File: config.mk
export PLATFORM = sky130hd
export DESIGN_NAME = booth_ppgen_flat
export DESIGN_NICKNAME = d
export VERILOG_FILES = /design/src/rtl/booth_ppgen_if.sv /design/src/rtl/booth_ppgen.sv /design/src/flat_wrapper.sv
export SDC_FILE = /design/constraint.sdc
export NUM_CORES = 1
export LEC_CHECK = 0
export CAP_MARGIN = 5
export CORE_MARGIN = 2
export CORE_UTILIZATION = 53
export CTS_CLUSTER_SIZE = 40
export DETAILED_ROUTE_END_ITERATION = 8
export PLACE_DENSITY = 0.78
export RECOVER_POWER = 100
export SYNTH_ARGS = -nofsm -noshare
export SYNTH_HDL_FRONTEND = slang
export SYNTH_SLANG_ARGS = --single-unit
export TNS_END_PERCENT = 10
File: constraint.sdc
create_clock -name clk -period 2.1 [get_ports clk]
set_clock_uncertainty 0.1 [all_clocks]
set_input_delay 0.42 -clock clk [delete_from_list [all_inputs] [get_ports clk]]
set_output_delay 0.42 -clock clk [all_outputs]
set_load 0.01 [all_outputs]
File: src/rtl/booth_ppgen_if.sv
// Operand/partial-product handshake bundle between the operand source, booth_ppgen and the tree.
// master = operand source plus tree sink (drives in_* and out_ready); slave = booth_ppgen.
interface booth_ppgen_if #(
  parameter int unsigned N   = 11,
  parameter int unsigned NPP = 6
);
  logic                  in_valid;
  logic                  in_ready;
  logic [N-1:0]          a;
  logic [N-1:0]          b;
  logic                  out_valid;
  logic                  out_ready;
  logic [NPP-1:0][N+1:0] ops;
  logic [NPP-1:0]        neg;

  modport master (
    output in_valid, a, b, out_ready,
    input  in_ready, out_valid, ops, neg
  );

  modport slave (
    input  in_valid, a, b, out_ready,
    output in_ready, out_valid, ops, neg
  );
endinterface

File: src/rtl/booth_ppgen.sv
// Two-stage radix-4 Booth encoder / partial-product generator feeding the 11x11 Dadda tree.
// Optional accepted-transaction counter (acc_cnt) under macro BOOTH_PPGEN_PERF_CNT_EN.
module booth_ppgen #(
  parameter int unsigned N   = 11,
  parameter int unsigned NPP = 6
) (
  input  logic         clk,
  input  logic         rst_n,
  booth_ppgen_if.slave bus
`ifdef BOOTH_PPGEN_PERF_CNT_EN
  ,
  output logic [15:0]  acc_cnt
`endif
);

  if (N != 11 || NPP != (N + 1) / 2) begin : g_bad_cfg
    $error("booth_ppgen: only N=11, NPP=6 are supported");
  end

  logic                  r_s1_valid;
  logic [N-1:0]          r_a;
  logic [N-1:0]          r_b;
  logic                  r_s2_valid;
  logic [NPP-1:0][N+1:0] r_ops;
  logic [NPP-1:0]        r_neg;

  logic                  w_s1_adv;
  logic                  w_s2_adv;
  logic                  w_accept;
  logic [N+1:0]          w_bx;
  logic [N:0]            w_a1;
  logic [N:0]            w_a2;
  logic [NPP-1:0][N+1:0] w_ops;
  logic [NPP-1:0]        w_neg;

  assign w_s2_adv     = !r_s2_valid || bus.out_ready;
  assign w_s1_adv     = !r_s1_valid || w_s2_adv;
  assign w_accept     = bus.in_valid && w_s1_adv;
  assign bus.in_ready = w_s1_adv;
  assign bus.out_valid = r_s2_valid;
  assign bus.ops       = r_ops;
  assign bus.neg       = r_neg;

  // b[-1]=0 on the right, b[N]=b[N-1] on the left; row i reads the triplet at bit 2i.
  assign w_bx = {r_b[N-1], r_b, 1'b0};
  assign w_a1 = {r_a[N-1], r_a};
  assign w_a2 = {r_a, 1'b0};

  for (genvar gi = 0; gi < NPP; gi++) begin : g_row
    logic [2:0] w_trip;
    logic [N:0] w_m;
    logic       w_n;
    logic [N:0] w_pp;

    assign w_trip = w_bx[2*gi +: 3];

    always_comb begin
      w_m = '0;
      w_n = 1'b0;
      unique case (w_trip)
        3'b001, 3'b010: w_m = w_a1;
        3'b011:         w_m = w_a2;
        3'b100: begin
          w_m = w_a2;
          w_n = 1'b1;
        end
        3'b101, 3'b110: begin
          w_m = w_a1;
          w_n = 1'b1;
        end
        default: begin
          w_m = '0;
          w_n = 1'b0;
        end
      endcase
    end

    // Inverted sign bit lets the tree skip sign extension of each row.
    assign w_pp        = w_n ? ~w_m : w_m;
    assign w_ops[gi]   = {~w_pp[N], w_pp};
    assign w_neg[gi]   = w_n;
  end

  always_ff @(posedge clk or negedge rst_n) begin
    if (!rst_n) begin
      r_s1_valid <= 1'b0;
      r_a        <= '0;
      r_b        <= '0;
    end else if (w_s1_adv) begin
      r_s1_valid <= bus.in_valid;
      if (bus.in_valid) begin
        r_a <= bus.a;
        r_b <= bus.b;
      end
    end
  end

  always_ff @(posedge clk or negedge rst_n) begin
    if (!rst_n) begin
      r_s2_valid <= 1'b0;
      r_ops      <= '0;
      r_neg      <= '0;
    end else if (w_s2_adv) begin
      r_s2_valid <= r_s1_valid;
      if (r_s1_valid) begin
        r_ops <= w_ops;
        r_neg <= w_neg;
      end
    end
  end

`ifdef BOOTH_PPGEN_PERF_CNT_EN
  logic [15:0] r_acc_cnt;

  always_ff @(posedge clk or negedge rst_n) begin
    if (!rst_n) begin
      r_acc_cnt <= '0;
    end else if (w_accept && (r_acc_cnt != 16'hFFFF)) begin
      r_acc_cnt <= r_acc_cnt + 16'd1;
    end
  end

  assign acc_cnt = r_acc_cnt;
`else
  logic w_unused_accept;
  assign w_unused_accept = w_accept;
`endif

endmodule
File: src/flat_wrapper.sv
// flat-port wrapper written by rule: the top's interface ports become plain ports
module booth_ppgen_flat 
#(
  parameter int unsigned N   = 11,
  parameter int unsigned NPP = 6
)
  (clk, rst_n, bus_in_valid, bus_a, bus_b, bus_out_ready, bus_in_ready, bus_out_valid, bus_ops, bus_neg);
  booth_ppgen_if #(.N(N), .NPP(NPP)) bus_i ();
  input  logic clk;
  input  logic rst_n;
  input wire logic [$bits(bus_i.in_valid)-1:0] bus_in_valid;
  input wire logic [$bits(bus_i.a)-1:0] bus_a;
  input wire logic [$bits(bus_i.b)-1:0] bus_b;
  input wire logic [$bits(bus_i.out_ready)-1:0] bus_out_ready;
  output wire logic [$bits(bus_i.in_ready)-1:0] bus_in_ready;
  output wire logic [$bits(bus_i.out_valid)-1:0] bus_out_valid;
  output wire logic [$bits(bus_i.ops)-1:0] bus_ops;
  output wire logic [$bits(bus_i.neg)-1:0] bus_neg;
  assign bus_i.in_valid = bus_in_valid;
  assign bus_i.a = bus_a;
  assign bus_i.b = bus_b;
  assign bus_i.out_ready = bus_out_ready;
  assign bus_in_ready = bus_i.in_ready;
  assign bus_out_valid = bus_i.out_valid;
  assign bus_ops = bus_i.ops;
  assign bus_neg = bus_i.neg;
  booth_ppgen #(.N(N), .NPP(NPP)) u_core (.clk(clk), .rst_n(rst_n), .bus(bus_i));
endmodule
==> flow_summary.json <==
{
  "status": "completed",
  "core_um2": 11300,
  "preCtsSetupSlack_ps": -11.4,
  "floorplan.die.height_um": 111,
  "die_w_um": 111,
  "cts_tree": "done",
  "synth_area_leaders": "dfrtp_1 44%, a21oi_1 12%, xor2_1 7.7%, nor4b_1 5.7%, mux2_2 5.2%",
  "rows": 39,
  "grt_pass1_vias": 4913,
  "grt_max_degree": 44,
  "irDropWorstVdd_v": 0.000519,
  "synthArstFlopShare_pct": 100,
  "numCtsBuffers": 9,
  "place_congestion": 0.813,
  "grt-ovfl-total": 0,
  "synth_top_cell_area_share_pct": 43.9,
  "drc": 0,
  "cp_top_family": "buffers and inverters",
  "rsz0062_at_grt": "false",
  "cp_max_fo": 2,
  "post-dp-hpwl_um": 10300,
  "p_per_area_nw_per_um2": 1060,
  "clkSinkCount": 107,
  "grt_use_total_pct": 25.6,
  "cp_slowest_stage_delay_ps": 560,
  "nNetsFinal": 727,
  "yosys_warnings": 0,
  "slew_headroom_pct": 45.1,
  "io_buffers": 111,
  "p_leak_uw": 0.00295,
  "synth_cell_types": 36,
  "cts_htree_levels": 3,
  "synth_area_um2": 6110,
  "synth_top_area_cell": "dfrtp_1",
  "dr.first_iter.drc_count": 299,
  "synth_commonest_cells": "141 x a21oi_1, 107 x dfrtp_1, 54 x xor2_1",
  "dp_cells": 831,
  "fillers": 927,
  "min_period_over_period_pct": 95.1,
  "drive_above_1_share_pct": 10.2,
  "worst_slack_ps": 103,
  "slew_violations": 0,
  "viasPerCell": 5.92,
  "synth_cells": 632,
  "ys_seq_area_share_pct": 43.9,
  "setup_viol": 0,
  "required_ps": 1580,
  "root_buffer": "clkbuf_16",
  "finalNonFillerCells": 847,
  "syn_nets": 659,
  "end_kind": "primary output",
  "insertion_delay_ps": 340,
  "worstSetupStartpointType": "input pin",
  "hp-class": "reg -> reg",
  "routed_wirelength_um": 15500,
  "cts_setup_buffers": 0,
  "synth_area_per_cell_um2": 9.66,
  "synthToLayoutAreaGrowth_pct": 22.3,
  "start_util_pct": 53.9,
  "max_cap_viol_count": 0,
  "io_pins": 112,
  "synth_flop_cell": "dfrtp_1",
  "worst-setup-path-type": "in -> out",
  "timing.fmax_mhz": 501,
  "worst_path_max_delay_cell": "dlygate4sd3_1",
  "antenna_left": 0,
  "grt_antenna_before_repair": 0,
  "grt_pass1_wl_um": 25500,
  "synth-edff-count": 0,
  "die_area_um2": 12400,
  "finalHoldViolCount": 0,
  "first_pass_iters": 7,
  "synth-seq-cells": 107,
  "dr_total_vias": 5012,
  "antenna_cells": 0,
  "cp_cell_sequence": "dlygate4sd3_1, nand3b_1, dlygate4sd2_1",
  "synth_most_common_cell": "a21oi_1",
  "wire_per_inst_um": 18.3,
  "cp_data_arrival_time_ps": 1480,
  "period_minus_slack_ps": 2000,
  "clockBufferDepth": 2,
  "worst_pin_slew_ps": 823,
  "clk_pin_slew_worst_paths_ps": 70,
  "crit_buf_inv": 2
}
==> path summary, 6_finish.rpt <==
check,from,to,slack (ps),cells after the start
worst max register to register,u_core.r_b[3],u_core.bus.ops[17],280,4
worst min register to register,u_core.bus.ops[50],u_core.bus.ops[50],390,1
min in group asynchronous,rst_n,u_core.bus.ops[36],600,2
worst max-delay path,bus_out_ready,bus_in_ready,100,3
worst min-delay path,u_core.bus.ops[50],u_core.bus.ops[50],390,1
max in group asynchronous,rst_n,u_core.r_s1_valid,410,3
==> sequential cells by signal, indices dropped and copies added, names as in the netlist <==
| signal | flops |
|---|---|
| u_core.r_b | 11 |
| u_core.bus.neg | 6 |
| u_core.bus.ops | 77 |
| u_core.r_s1_valid | 1 |
| u_core.r_a | 11 |
| u_core.bus.out_valid | 1 |
==> logic make-up (layout without fill, tap and decap cells) <==
family | Yosys count | after routing | synth area share (%)
AOI/OAI and AO/OA | 202 | 202 | 18.2
xor gates and xnor gates | 69 | 69 | 10.1
adders and majority gates | 1 | 1 | 0.205
buffers and inverters | 91 | 163 | 7.99
DFF | 107 | 107 | 43.9
muxes | 35 | 35 | 6.56
and+or+nand+nor | 127 | 127 | 13.0
==> stage by stage <==
stage          TNS [ps]  hold slack [ps]  cell area, µm²  power (µW)  utilization (%)
5_1_grt               0              429            7470        8360             66.0
2_1_floorplan         0             24.4            6110        4940                -
3_5_place_dp      -15.7              282            7220        6480             63.7
6_report              0              389            7470        7900             66.0
4_1_cts               0              409            7520        8190             66.4
3_3_place_gp          0              278            7220        6370             63.7
==> cell usage in the layout, fill, tap and decap left out, types with 2 or more instances in the layout <==
master / synthesis / layout
a21bo_2: 3 / 3
a21oi_1: 141 / 141
a31oi_1: 40 / 40
and3b_1: 4 / 4
buf_12: 0 / 4
buf_4: 7 / 15
clkbuf_1: 23 / 8
clkbuf_16: 0 / 9
clkbuf_2: 1 / 3
clkbuf_8: 0 / 2
clkdlybuf4s50_1: 0 / 23
dfrtp_1: 107 / 106
dlygate4sd3_1: 0 / 87
inv_1: 7 / 7
mux2_1: 0 / 4
mux2_2: 28 / 27
mux2i_1: 4 / 4
nand2_1: 46 / 46
nand2b_1: 6 / 6
nand3_1: 4 / 4
nand3b_1: 2 / 2
nor2_1: 3 / 3
nor2b_1: 11 / 11
nor3b_1: 10 / 10
nor4b_1: 40 / 40
o21a_1: 2 / 2
o21ai_0: 5 / 5
o22ai_1: 3 / 3
o2bb2ai_1: 4 / 4
xnor2_1: 13 / 13
xor2_1: 54 / 54
xor2_2: 2 / 2
==> metal layers <==
layer	track usage, %	vias up	share of wire, %
met5	0	-	0
met1	34.3	2463	42
met2	43.8	155	50
met3	2.72	29	4.7
met4	8.64	0	2.5
li1	-	2365	-
==> final cells by class <==
cell class	count	area (µm²)	area share, %
clock buffer	13	260	3.49
timing repair buffer	141	1360	18.2
multi-input combinational	434	2930	39.2
tap	143	179	2.40
clock inverter	2	35.0	0.469
inverter	7	26.3	0.352
sequential	107	2680	35.9
==> worst reg2reg max path: cells and delay by family, from the launching register on <==
kind	cells	cell delay [ps]
compound gates	2	310
buf+inv	1	310
flops	1	720
simple gates	1	300
==> where the power goes <==
group	internal, µW	switching (µW)	leakage (µW)
registers	2620	630	0.00124
clock network	983	720	0.000146
logic	1520	1420	0.00156
total	5130	2770	0.00295
==> timing repair <==
action                     4_1_cts  5_1_grt
resized for setup                1        0
setup endpoints to repair        1        0
hold endpoints to repair        27        0
hold buffers                     1        0
(Power assumes the default switching activity.)
